[src/rtl/alu_pkg.sv]
// Shared types and field map for the ALU scheduler slice.
// Build option: ALU_SCHED_RR_EN selects round-robin arbitration.
package alu_pkg;

    localparam int INSTR_LENGTH = 12;
    localparam int OPERAND_W    = 4;
    localparam int OPCODE_W     = 3;

    localparam int FUNCT_BIT = 11;
    localparam int A_MSB     = 10;
    localparam int A_LSB     = 7;
    localparam int B_MSB     = 6;
    localparam int B_LSB     = 3;
    localparam int OP_MSB    = 2;
    localparam int OP_LSB    = 0;

    typedef enum logic [1:0] {
        IDLE = 2'd0,
        EXEC = 2'd1,
        RESP = 2'd2
    } sched_state_t;

    typedef logic req_id_t;

endpackage

[src/rtl/alu_scheduler_if.sv]
// Request, ALU and response signals of the ALU scheduler.
// master = scheduler side, slave = requesters/ALU/consumer side.
interface alu_scheduler_if;
    import alu_pkg::*;

    logic                    req0_valid;
    logic [INSTR_LENGTH-1:0] req0_instr;
    logic                    req0_ready;
    logic                    req1_valid;
    logic [INSTR_LENGTH-1:0] req1_instr;
    logic                    req1_ready;

    logic [OPERAND_W-1:0]    alu_a;
    logic [OPERAND_W-1:0]    alu_b;
    logic [OPCODE_W-1:0]     alu_opcode;
    logic                    alu_funct;
    logic                    alu_exec_en;
    logic [OPERAND_W-1:0]    alu_out;
    logic                    alu_cb;

    logic                    rsp_valid;
    req_id_t                 rsp_id;
    logic [OPERAND_W-1:0]    rsp_result;
    logic                    rsp_cb;
    logic                    rsp_ready;

    modport master (
        input  req0_valid, req0_instr,
        output req0_ready,
        input  req1_valid, req1_instr,
        output req1_ready,
        output alu_a, alu_b, alu_opcode,
        output alu_funct, alu_exec_en,
        input  alu_out, alu_cb,
        output rsp_valid, rsp_id,
        output rsp_result, rsp_cb,
        input  rsp_ready
    );

    modport slave (
        output req0_valid, req0_instr,
        input  req0_ready,
        output req1_valid, req1_instr,
        input  req1_ready,
        input  alu_a, alu_b, alu_opcode,
        input  alu_funct, alu_exec_en,
        output alu_out, alu_cb,
        input  rsp_valid, rsp_id,
        input  rsp_result, rsp_cb,
        output rsp_ready
    );

endinterface

[src/rtl/alu_rr_arb2.sv]
// Two-input grant logic for the ALU scheduler.
// ALU_SCHED_RR_EN: round-robin on contention, else req0 has priority.
module alu_rr_arb2
    import alu_pkg::*;
(
    input  logic    valid0,
    input  logic    valid1,
    input  req_id_t last_grant,
    output logic    gnt0,
    output logic    gnt1
);

    // Pick at most one requester; a lone requester always wins.
    always_comb begin
        gnt0 = 1'b0;
        gnt1 = 1'b0;
`ifdef ALU_SCHED_RR_EN
        if (valid0 && valid1) begin
            gnt0 = last_grant;
            gnt1 = ~last_grant;
        end else begin
            gnt0 = valid0;
            gnt1 = valid1;
        end
`else
        gnt0 = valid0;
        gnt1 = valid1 & ~valid0;
        if (last_grant) begin
            gnt0 = valid0;
        end
`endif
    end

endmodule

[src/rtl/alu_scheduler.sv]
// Shares one combinational ALU between two instruction requesters.
// Build option: ALU_SCHED_RR_EN (round-robin instead of fixed priority).
module alu_scheduler
    import alu_pkg::*;
(
    input  logic clk,
    input  logic reset_n,
    alu_scheduler_if.master bus
);

    sched_state_t            state_q, state_d;
    logic [INSTR_LENGTH-1:0] instr_q, instr_d;
    req_id_t                 id_q, id_d;
    req_id_t                 last_grant_q, last_grant_d;
    logic [OPERAND_W-1:0]    result_q, result_d;
    logic                    cb_q, cb_d;

    logic gnt0;
    logic gnt1;
    logic idle;

    alu_rr_arb2 u_arb (
        .valid0     (bus.req0_valid),
        .valid1     (bus.req1_valid),
        .last_grant (last_grant_q),
        .gnt0       (gnt0),
        .gnt1       (gnt1)
    );

    assign idle = (state_q == IDLE);

    // Ready is a pure function of valid while idle; forced low in reset.
    assign bus.req0_ready = reset_n & idle & gnt0;
    assign bus.req1_ready = reset_n & idle & gnt1;

    assign bus.alu_a       = instr_q[A_MSB:A_LSB];
    assign bus.alu_b       = instr_q[B_MSB:B_LSB];
    assign bus.alu_opcode  = instr_q[OP_MSB:OP_LSB];
    assign bus.alu_funct   = instr_q[FUNCT_BIT];
    assign bus.alu_exec_en = (state_q == EXEC);

    assign bus.rsp_valid  = (state_q == RESP);
    assign bus.rsp_id     = id_q;
    assign bus.rsp_result = result_q;
    assign bus.rsp_cb     = cb_q;

    // Next-state: issue on grant, capture ALU in EXEC, wait out RESP.
    always_comb begin
        state_d      = state_q;
        instr_d      = instr_q;
        id_d         = id_q;
        last_grant_d = last_grant_q;
        result_d     = result_q;
        cb_d         = cb_q;
        unique case (state_q)
            IDLE: begin
                if (gnt0 || gnt1) begin
                    instr_d      = gnt1 ? bus.req1_instr
                                        : bus.req0_instr;
                    id_d         = gnt1;
                    last_grant_d = gnt1;
                    state_d      = EXEC;
                end
            end
            EXEC: begin
                result_d = bus.alu_out;
                cb_d     = bus.alu_cb;
                state_d  = RESP;
            end
            RESP: begin
                if (bus.rsp_ready) begin
                    state_d = IDLE;
                end
            end
            default: begin
                state_d = IDLE;
            end
        endcase
    end

    // State and datapath registers; reset drops any in-flight work.
    always_ff @(posedge clk or negedge reset_n) begin
        if (!reset_n) begin
            state_q      <= IDLE;
            instr_q      <= '0;
            id_q         <= 1'b0;
            last_grant_q <= 1'b1;
            result_q     <= '0;
            cb_q         <= 1'b0;
        end else begin
            state_q      <= state_d;
            instr_q      <= instr_d;
            id_q         <= id_d;
            last_grant_q <= last_grant_d;
            result_q     <= result_d;
            cb_q         <= cb_d;
        end
    end

endmodule

[src/flat_wrapper.sv]
// flat-port wrapper written by rule: the top's interface ports become plain ports
module alu_scheduler_flat import alu_pkg::*;
  (clk, reset_n, bus_req0_valid, bus_req0_instr, bus_req0_ready, bus_req1_valid, bus_req1_instr, bus_req1_ready, bus_alu_a, bus_alu_b, bus_alu_opcode, bus_alu_funct, bus_alu_exec_en, bus_alu_out, bus_alu_cb, bus_rsp_valid, bus_rsp_id, bus_rsp_result, bus_rsp_cb, bus_rsp_ready);
  alu_scheduler_if bus_i ();
  input  logic clk;
  input  logic reset_n;
  input wire logic [$bits(bus_i.req0_valid)-1:0] bus_req0_valid;
  input wire logic [$bits(bus_i.req0_instr)-1:0] bus_req0_instr;
  output wire logic [$bits(bus_i.req0_ready)-1:0] bus_req0_ready;
  input wire logic [$bits(bus_i.req1_valid)-1:0] bus_req1_valid;
  input wire logic [$bits(bus_i.req1_instr)-1:0] bus_req1_instr;
  output wire logic [$bits(bus_i.req1_ready)-1:0] bus_req1_ready;
  output wire logic [$bits(bus_i.alu_a)-1:0] bus_alu_a;
  output wire logic [$bits(bus_i.alu_b)-1:0] bus_alu_b;
  output wire logic [$bits(bus_i.alu_opcode)-1:0] bus_alu_opcode;
  output wire logic [$bits(bus_i.alu_funct)-1:0] bus_alu_funct;
  output wire logic [$bits(bus_i.alu_exec_en)-1:0] bus_alu_exec_en;
  input wire logic [$bits(bus_i.alu_out)-1:0] bus_alu_out;
  input wire logic [$bits(bus_i.alu_cb)-1:0] bus_alu_cb;
  output wire logic [$bits(bus_i.rsp_valid)-1:0] bus_rsp_valid;
  output wire logic [$bits(bus_i.rsp_id)-1:0] bus_rsp_id;
  output wire logic [$bits(bus_i.rsp_result)-1:0] bus_rsp_result;
  output wire logic [$bits(bus_i.rsp_cb)-1:0] bus_rsp_cb;
  input wire logic [$bits(bus_i.rsp_ready)-1:0] bus_rsp_ready;
  assign bus_i.req0_valid = bus_req0_valid;
  assign bus_i.req0_instr = bus_req0_instr;
  assign bus_req0_ready = bus_i.req0_ready;
  assign bus_i.req1_valid = bus_req1_valid;
  assign bus_i.req1_instr = bus_req1_instr;
  assign bus_req1_ready = bus_i.req1_ready;
  assign bus_alu_a = bus_i.alu_a;
  assign bus_alu_b = bus_i.alu_b;
  assign bus_alu_opcode = bus_i.alu_opcode;
  assign bus_alu_funct = bus_i.alu_funct;
  assign bus_alu_exec_en = bus_i.alu_exec_en;
  assign bus_i.alu_out = bus_alu_out;
  assign bus_i.alu_cb = bus_alu_cb;
  assign bus_rsp_valid = bus_i.rsp_valid;
  assign bus_rsp_id = bus_i.rsp_id;
  assign bus_rsp_result = bus_i.rsp_result;
  assign bus_rsp_cb = bus_i.rsp_cb;
  assign bus_i.rsp_ready = bus_rsp_ready;
  alu_scheduler u_core (.clk(clk), .reset_n(reset_n), .bus(bus_i));
endmodule
[config.mk]
export PLATFORM = sky130hd
export DESIGN_NAME = alu_scheduler_flat
export DESIGN_NICKNAME = d
export VERILOG_FILES = /design/src/rtl/alu_pkg.sv /design/src/rtl/alu_scheduler_if.sv /design/src/rtl/alu_rr_arb2.sv /design/src/rtl/alu_scheduler.sv /design/src/flat_wrapper.sv
export SDC_FILE = /design/constraint.sdc
export NUM_CORES = 1
export LEC_CHECK = 0
export CAP_MARGIN = 30
export CORE_ASPECT_RATIO = 1.5
export CORE_MARGIN = 2
export CORE_UTILIZATION = 40
export CTS_CLUSTER_SIZE = 40
export DETAILED_ROUTE_END_ITERATION = 10
export GPL_TIMING_DRIVEN = 0
export PLACE_DENSITY = 0.93
export SYNTH_ARGS = -nofsm -noshare
export SYNTH_HDL_FRONTEND = slang
export SYNTH_SLANG_ARGS = --single-unit
[constraint.sdc]
create_clock -name clk -period 3.2 [get_ports clk]
set_input_delay 0.96 -clock clk [delete_from_list [all_inputs] [get_ports clk]]
set_output_delay 0.96 -clock clk [all_outputs]
set_load 0.02 [all_outputs]
==> impl_metrics.json, run 1 <==
{
  "syn_nets": 98,
  "wirelength_mm": 2.06,
  "power.total_w": 0.00148,
  "ff2ff_path_depth": 4,
  "gp_congestion": 0.664,
  "cellLeakagePower_nw": 0.748,
  "post_dp_cell_area_mm2": 0.00158,
  "crit_family": "buffers and inverters",
  "dr.first_iter.drc_count": 3,
  "crit_chain": "clkdlybuf4s50_1 > nand2b_4 > buf_6 > nor2_1 > clkdlybuf4s15_1",
  "hold_end": "u_core.bus.rsp_result[0]",
  "synth-seq-cells": 20,
  "worstMarginPinSlew_ns": 0.283,
  "io_pins": 56,
  "ir_drop_v": 0.000533,
  "final-setup-viol-count": 0,
  "post-route-cell-area_mm2": 0.00163,
  "cts.sinks": 20,
  "drv_cap": 0,
  "reg2reg_slack_ns": 1.69,
  "chipHeight_um": 65.2,
  "postLayoutSetupSlackWorst_ns": 0.0547,
  "vias": 728,
  "hold_violations": 0,
  "cp_num_buf_inv": 3,
  "drc": 0,
  "status": "completed",
  "io_buffers": 55,
  "path_clk_slew_ns": 0.12,
  "syn_avg_cell_area_um2": 15.6,
  "core_area_mm2": 0.00239,
  "syn_area_um2": 997,
  "place_ws_ns": -0.741,
  "gr-usage-met2": 0.313,
  "antenna_left": 0,
  "power_density_mw_per_mm2": 910,
  "final-instance-count-excl-fill": 147,
  "worstPathArrival_ns": 2.19,
  "clk_path_buf_depth": 2,
  "critPathRequiredTime_ns": 2.24,
  "area_delta_synth_final_pct": 63.5,
  "grt_max_degree": 23,
  "top_usage_layer": "met2",
  "hold_start": "u_core.bus.rsp_result[0]",
  "place_inst": 143,
  "clk_latency_ns": 0.30,
  "drive_gt1_frac": 0.317,
  "wl_per_cell_um": 14.0,
  "critical_path_class": "primary input to primary output",
  "viasPerCell": 4.95,
  "grtUsageTotal": 0.160,
  "rsz0062_at_grt": "no",
  "skew_ns": 0.0112,
  "num_antenna_cells": 0,
  "fmax_ghz": 0.318,
  "period_needed_ns": 3.15,
  "htree_levels": 1,
  "hold_class": "flop to flop",
  "clock-root-buffer": "clkbuf_4",
  "die_w_um": 44.8,
  "r2r-start": "u_core.state_q[0]",
  "grt_use_met1": 0.152,
  "postCtsSetupBuffers": 0,
  "rows": 22,
  "cts_made_buffers": 3,
  "critical_path.slowest_cell": "clkdlybuf4s50_1",
  "start_util": 0.416,
  "grt_overflow_total": 0,
  "nNetsFinal": 158,
  "ys.warnings.count": 0,
  "grt_pass1_vias": 811,
  "ys_seq_area_frac": 0.502,
  "dpl.hpwl_mm": 1.68,
  "whs_path_depth": 1,
  "drv_slew": 0,
  "synthCells": 64,
  "finalCritPeriodShare": 0.983,
  "grt_antenna_before_repair": 0,
  "end_kind": "primary output",
  "crit_fanout": 10,
  "fp.dieArea_mm2": 0.00292,
  "firstDrtPassIters": 2,
  "relSlewSlack": 0.811,
  "r2r_end": "u_core.instr_q[2]",
  "cts_tree": "built",
  "grt_pass1_wl_mm": 3.35,
  "critPathMaxStageDelay_ns": 0.46,
  "crit_path_start_kind": "primary input",
  "ys_types": 15,
  "gr-usage-met3": 0.0247
}
## cells in the mapped netlist (all sizes together)
cell    instances  area, µm²
dfrtp          20        500
mux2           29        394
o21a            1       7.51
a21o            1       7.51
nand2b          1       13.8
nand2           1       3.75
nor2            2       10.0
a21oi           2       10.0
and3            1       6.26
buf             3       27.5
inv             1       3.75
nor2b           2       12.5
## power breakdown
group	internal, W	leakage, nW	switching [W]
clock network	0.000127	0.0279	0.0000775
logic	0.000474	0.485	0.000345
registers	0.000383	0.236	0.0000763
## placed cells by master, fill, tap and decap left out
master and count:
nor2_2 1, buf_2 1, clkdlybuf4s15_1 1, and3_1 1, o21a_1 1, buf_6 2
dfrtp_1 20, a21o_1 1, mux2_4 18, mux2_2 11, bufinv_16 1, dlymetal6s2s_1 1
nand2b_4 1, inv_1 1, a21oi_1 2, nor2_1 1, nor2b_1 2, clkbuf_4 4
clkdlybuf4s50_1 52, nand2_1 1
## how the worst max path moves through the flow
stage / depth (start not counted) / start / end
CTS: 3 / bus_req0_valid / bus_req0_ready
floorplan: 3 / bus_req0_valid / bus_req1_ready
global route: 5 / bus_req1_valid / bus_req1_ready
finish: 5 / bus_req0_valid / bus_req1_ready
detailed placement: 3 / reset_n / bus_req0_ready
global placement: 3 / reset_n / bus_req0_ready
## layout make-up
class	count	area (µm²)
clock inverters	1	30.0
inverters	1	3.75
fillers	185	764
multi-input cells	40	465
plain buffers	3	27.5
clock buffers	3	22.5
flip-flops and latches	20	500
repair buffers	55	551
well taps	24	30.0
## cell families after synthesis
family,Yosys count,synth area share
AND/OR/NAND/NOR,7,0.0464
AO/OA/AOI/OAI,4,0.0251
flip-flops,20,0.502
multiplexers,29,0.395
buffers and inverters,4,0.0314
## state kept, by name (all words and copies together) (netlist names)
register	flops
u_core.bus.rsp_cb	1
u_core.state_q	2
u_core.bus.rsp_id	1
u_core.instr_q	12
u_core.bus.rsp_result	4
## layer usage
metal / vias up / part of all wire
met3: 4 / 0.074
met2: 39 / 0.55
li1: 341 / -
met1: 344 / 0.35
met5: - / 0
met4: 0 / 0.021
## per-stage QoR
| step | TNS (ns) | hold WS (ns) | utilization |
|---|---|---|---|
| 4_1_cts | 0 | 0.524 | 0.678 |
| 6_report | 0 | 0.519 | 0.681 |
| 3_3_place_gp | -1.35 | 0.488 | 0.659 |
| 5_1_grt | 0 | 0.544 | 0.681 |
| 3_5_place_dp | -1.46 | 0.496 | 0.659 |
| 2_1_floorplan | 0 | 0.565 | - |
## repair_timing
| action | CTS | global route |
|---|---|---|
| gates resized for setup | 6 | 3 |
| gates cloned | 0 | 0 |
| hold buffers | 0 | 0 |
| endpoints found under the setup margin | 2 | 2 |
(Power assumes the default switching activity.)
==> inputs of run 2 (changes only) <==
--- a/config.mk
+++ b/config.mk
@@ -8,11 +8,11 @@
 export CAP_MARGIN = 30
 export CORE_ASPECT_RATIO = 1.5
 export CORE_MARGIN = 2
-export CORE_UTILIZATION = 40
-export CTS_CLUSTER_SIZE = 40
+export CORE_UTILIZATION = 37
+export CTS_CLUSTER_SIZE = 25
 export DETAILED_ROUTE_END_ITERATION = 10
 export GPL_TIMING_DRIVEN = 0
-export PLACE_DENSITY = 0.93
+export PLACE_DENSITY = 0.8
 export SYNTH_ARGS = -nofsm -noshare
 export SYNTH_HDL_FRONTEND = slang
 export SYNTH_SLANG_ARGS = --single-unit
==> constraint.sdc (replaced) <==
create_clock -name clk -period 3 [get_ports clk]
set_input_delay 0.9 -clock clk [delete_from_list [all_inputs] [get_ports clk]]
set_output_delay 0.9 -clock clk [all_outputs]
set_load 0.02 [all_outputs]
==> impl_metrics.json, run 2 (same netlist as run 1, synthesis figures left out) <==
{
  "core_area_mm2": 0.00262,
  "rsz0062_at_grt": "no",
  "io_pins": 56,
  "worstPathArrival_ns": 1.95,
  "critical_path_class": "primary input to primary output",
  "grt_overflow_total": 0,
  "place_ws_ns": -0.846,
  "crit_fanout": 10,
  "antenna_left": 0,
  "nNetsFinal": 160,
  "chipHeight_um": 67.6,
  "dr.first_iter.drc_count": 7,
  "period_needed_ns": 2.85,
  "area_delta_synth_final_pct": 65.2,
  "power_density_mw_per_mm2": 928,
  "relSlewSlack": 0.694,
  "final-setup-viol-count": 0,
  "vias": 730,
  "crit_path_start_kind": "primary input",
  "drive_gt1_frac": 0.331,
  "largest_reg_flops": 12,
  "place_inst": 156,
  "dpl.hpwl_mm": 1.66,
  "regMostFlops": "u_core.instr_q",
  "postLayoutSetupSlackWorst_ns": 0.146,
  "worstMarginPinSlew_ns": 0.459,
  "grt_max_degree": 23,
  "firstDrtPassIters": 2,
  "clk_latency_ns": 0.25,
  "hold_violations": 0,
  "drv_slew": 0,
  "critPathRequiredTime_ns": 2.10,
  "htree_levels": 1,
  "cts_made_buffers": 3,
  "grtUsageTotal": 0.152,
  "cts.sinks": 20,
  "final_cell_mix": "clkdlybuf4s50_1 (52), dfrtp_1 (20), mux2_4 (18), mux2_2 (11)",
  "io_buffers": 55,
  "wl_per_cell_um": 13.1,
  "clock-root-buffer": "clkbuf_8",
  "status": "completed",
  "drc": 0,
  "cellLeakagePower_nw": 0.743,
  "final-instance-count-excl-fill": 161,
  "clk_path_buf_depth": 2,
  "viasPerCell": 4.53,
  "wirelength_mm": 2.11,
  "ir_drop_v": 0.000509,
  "start_util": 0.381,
  "cts_tree": "built",
  "rows": 23,
  "end_kind": "primary output",
  "hold_class": "flop to flop",
  "die_w_um": 46.4,
  "grt_pass1_vias": 788,
  "skew_ns": 0.00266,
  "drv_cap": 0,
  "path_clk_slew_ns": 0.07,
  "fmax_ghz": 0.350,
  "grt_pass1_wl_mm": 3.37,
  "fp.dieArea_mm2": 0.00314,
  "final_common_cell": "clkdlybuf4s50_1",
  "finalCritPeriodShare": 0.951,
  "gp_congestion": 0.674,
  "num_antenna_cells": 0,
  "grt_antenna_before_repair": 0
}
==> run 2: critical path: stages <==
cell and delay, ns:
clkdlybuf4s50_1 0.55, nand2b_4 0.10, buf_12 0.16, nor2_1 0.08
buf_2 0.17
==> run 2: path summary, 6_finish.rpt <==
check,to,cells past startpoint,from,slack [ns]
worst max-delay path,bus_req1_ready,5,bus_req1_valid,0.15
worst min-delay path,u_core.bus.rsp_cb,1,u_core.bus.rsp_cb,0.51
worst max register to register,u_core.instr_q[5],4,u_core.state_q[0],1.50
worst min register to register,u_core.bus.rsp_cb,1,u_core.bus.rsp_cb,0.51
max in group asynchronous,u_core.bus.rsp_id,1,reset_n,2.09
min in group asynchronous,u_core.instr_q[1],1,reset_n,0.60
==> run 2: timing repair <==
| item | CTS | global route |
|---|---|---|
| buffers inserted | 0 | 2 |
| resized for setup | 10 | 2 |
| hold buffers | 0 | 0 |
| endpoints found under the setup margin | 2 | 1 |
==> run 2: power breakdown <==
| part | internal, W | switching (W) |
|---|---|---|
| Combinational | 0.000507 | 0.000369 |
| Sequential | 0.000410 | 0.0000772 |
| Clock | 0.0000890 | 0.0000772 |
==> run 2: per-stage QoR <==
stage / TNS (ns) / utilization / total power [W] / hold slack (ns) / instance area, µm²
finish: 0 / 0.629 / 0.00153 / 0.506 / 1650
global route: 0 / 0.629 / 0.00162 / 0.520 / 1650
CTS: 0 / 0.624 / 0.00155 / 0.510 / 1630
detailed placement: -1.66 / 0.609 / 0.00138 / 0.492 / 1590
global placement: -1.58 / 0.609 / 0.00135 / 0.487 / 1590
floorplan: 0 / - / 0.000989 / 0.565 / 997
==> run 2: final cells by class <==
cell class	instances	area, µm²
Fill cell	210	971
Timing Repair Buffer	57	554
Sequential cell	20	500
Multi-Input combinational cell	40	465
Tap cell	37	46.3
Clock buffer	3	41.3
Buffer	3	36.3
Inverter	1	3.75
==> run 2: per-layer routing <==
metal	GRT usage	vias to the layer above	part of all wire	wire (µm)
met3	0.0134	2	0.060	127
met4	0.0857	0	0.017	36
met2	0.273	33	0.57	1210
li1	-	347	-	-
met1	0.166	348	0.35	741
met5	0	-	0	0
==> inputs of run 3 (changes only) <==
--- a/config.mk
+++ b/config.mk
@@ -12,7 +12,7 @@
 export CTS_CLUSTER_SIZE = 25
 export DETAILED_ROUTE_END_ITERATION = 10
 export GPL_TIMING_DRIVEN = 0
-export PLACE_DENSITY = 0.8
+export PLACE_DENSITY_LB_ADDON = 0.08
 export SYNTH_ARGS = -nofsm -noshare
 export SYNTH_HDL_FRONTEND = slang
 export SYNTH_SLANG_ARGS = --single-unit
==> impl_metrics.json, run 3 (same netlist as run 1, synthesis figures left out) <==
{
  "grt_pass1_vias": 716,
  "drc": 0,
  "gp_congestion": 0.635,
  "chipHeight_um": 67.6,
  "r2r-start": "u_core.state_q[0]",
  "wirelength_mm": 1.95,
  "crit_path_start_kind": "primary input",
  "top_layer": "met4",
  "cp_num_buf_inv": 3,
  "dr_wl_met3_um": 159,
  "fmax_ghz": 0.348,
  "skew_ns": 0.00472,
  "worstMarginPinSlew_ns": 0.465,
  "power_density_mw_per_mm2": 974,
  "area_delta_synth_final_pct": 65.9,
  "io_pins": 56,
  "die_w_um": 46.4,
  "crit_chain": "clkdlybuf4s50_1 > nand2b_4 > buf_6 > nor2_1 > buf_2",
  "end_kind": "primary output",
  "cts_made_buffers": 3,
  "crit_start": "bus_req0_valid",
  "hold_class": "flop to flop",
  "grtUsageTotal": 0.140,
  "dr.first_iter.drc_count": 0,
  "hold_violations": 0,
  "crit_fanout": 10,
  "rsz0062_at_grt": "no",
  "drv_slew": 0,
  "tns_ns": 0,
  "final_cell_mix": "clkdlybuf4s50_1 (52), dfrtp_1 (20), mux2_4 (18), mux2_2 (11)",
  "vias": 721,
  "grt_overflow_total": 0,
  "rows": 23,
  "cts.hold.buffers_added": 0,
  "clock-root-buffer": "clkbuf_8",
  "start_util": 0.381,
  "crit_family": "buffers and inverters",
  "wl_met2_mm": 1.02,
  "critPathRequiredTime_ns": 2.10,
  "htree_levels": 1,
  "relSlewSlack": 0.690,
  "postLayoutSetupSlackWorst_ns": 0.126,
  "period_needed_ns": 2.87,
  "wl_per_cell_um": 12.2,
  "critPathMaxStageDelay_ns": 0.51,
  "viasPerCell": 4.51,
  "nNetsFinal": 158,
  "regMostFlops": "u_core.instr_q",
  "grt_max_degree": 23,
  "dpl.hpwl_mm": 1.54,
  "fp.dieArea_mm2": 0.00314,
  "ir_drop_v": 0.000558,
  "power.total_w": 0.00161,
  "num_antenna_cells": 0,
  "cts_tree": "built",
  "met1_length_um": 747,
  "critical_path.slowest_cell": "clkdlybuf4s50_1",
  "clk_latency_ns": 0.25,
  "final_common_cell": "clkdlybuf4s50_1",
  "io_buffers": 55,
  "finalCritPeriodShare": 0.958,
  "cts.sinks": 20,
  "critical_path_class": "primary input to primary output",
  "firstDrtPassIters": 1,
  "grt_pass1_wl_mm": 3.11,
  "hold_start": "u_core.instr_q[10]",
  "path_clk_slew_ns": 0.07,
  "core_area_mm2": 0.00262,
  "worstPathArrival_ns": 1.97,
  "clk_path_buf_depth": 2,
  "final-setup-viol-count": 0,
  "largest_reg_flops": 12,
  "place_ws_ns": -0.834,
  "grt_antenna_before_repair": 0,
  "antenna_left": 0,
  "status": "completed",
  "drive_gt1_frac": 0.325,
  "drv_cap": 0,
  "cellLeakagePower_nw": 0.744
}
## run 3: final timing paths
kind                                       to  slack (ns)  depth (start not counted)
max reg2reg                 u_core.instr_q[4]        1.53                          4
max                            bus_req1_ready        0.13                          5
min in group asynchronous   u_core.instr_q[4]        0.59                          1
min reg2reg                u_core.instr_q[10]        0.51                          1
min                        u_core.instr_q[10]        0.51                          1
max in group asynchronous   u_core.state_q[1]        2.09                          1
## run 3: stage by stage
step | area (µm²) | util | hold slack [ns] | instances
2_1_floorplan | 997 | - | 0.565 | 64
3_3_place_gp | 1590 | 0.609 | 0.488 | 156
3_5_place_dp | 1590 | 0.609 | 0.494 | 156
4_1_cts | 1650 | 0.632 | 0.512 | 160
5_1_grt | 1650 | 0.632 | 0.522 | 160
6_report | 1650 | 0.632 | 0.508 | 160
## run 3: power by group
group | total, W | internal [W] | switching (W) | leakage, nW
logic | 0.000864 | 0.000504 | 0.000360 | 0.473
clock network | 0.000263 | 0.000178 | 0.0000853 | 0.0357
registers | 0.000484 | 0.000409 | 0.0000743 | 0.236
## run 3: layer usage
| metal | GRT usage | up-vias |
|---|---|---|
| met5 | 0 | - |
| met4 | 0.0536 | 0 |
| met3 | 0.0401 | 2 |
| met2 | 0.245 | 34 |
| met1 | 0.154 | 344 |
| li1 | - | 341 |
## run 3: timing repair
| item | 4_1_cts | 5_1_grt |
|---|---|---|
| setup buffers | 0 | 0 |
| setup endpoints to repair | 2 | 0 |
| resized for setup | 10 | 0 |
| hold endpoints to repair | 0 | 0 |
## run 3: layout make-up
cell class              instances  area [µm²]
fillers                       210         965
repair buffers                 55         539
flip-flops and latches         20         500
multi-input cells              40         465
well taps                      37        46.3
clock buffers                   3        41.3
clock inverters                 1        30.0
plain buffers                   3        27.5
inverters                       1        3.75
## run 3: worst register-to-register path, delay by kind of cell (launching register included)
family / cells / cell delay [ns]
multiplexers: 1 / 0.31
AND/OR/NAND/NOR: 1 / 0.19
buffers and inverters: 1 / 0.20
flip-flops: 1 / 0.40
AO/OA/AOI/OAI: 1 / 0.26
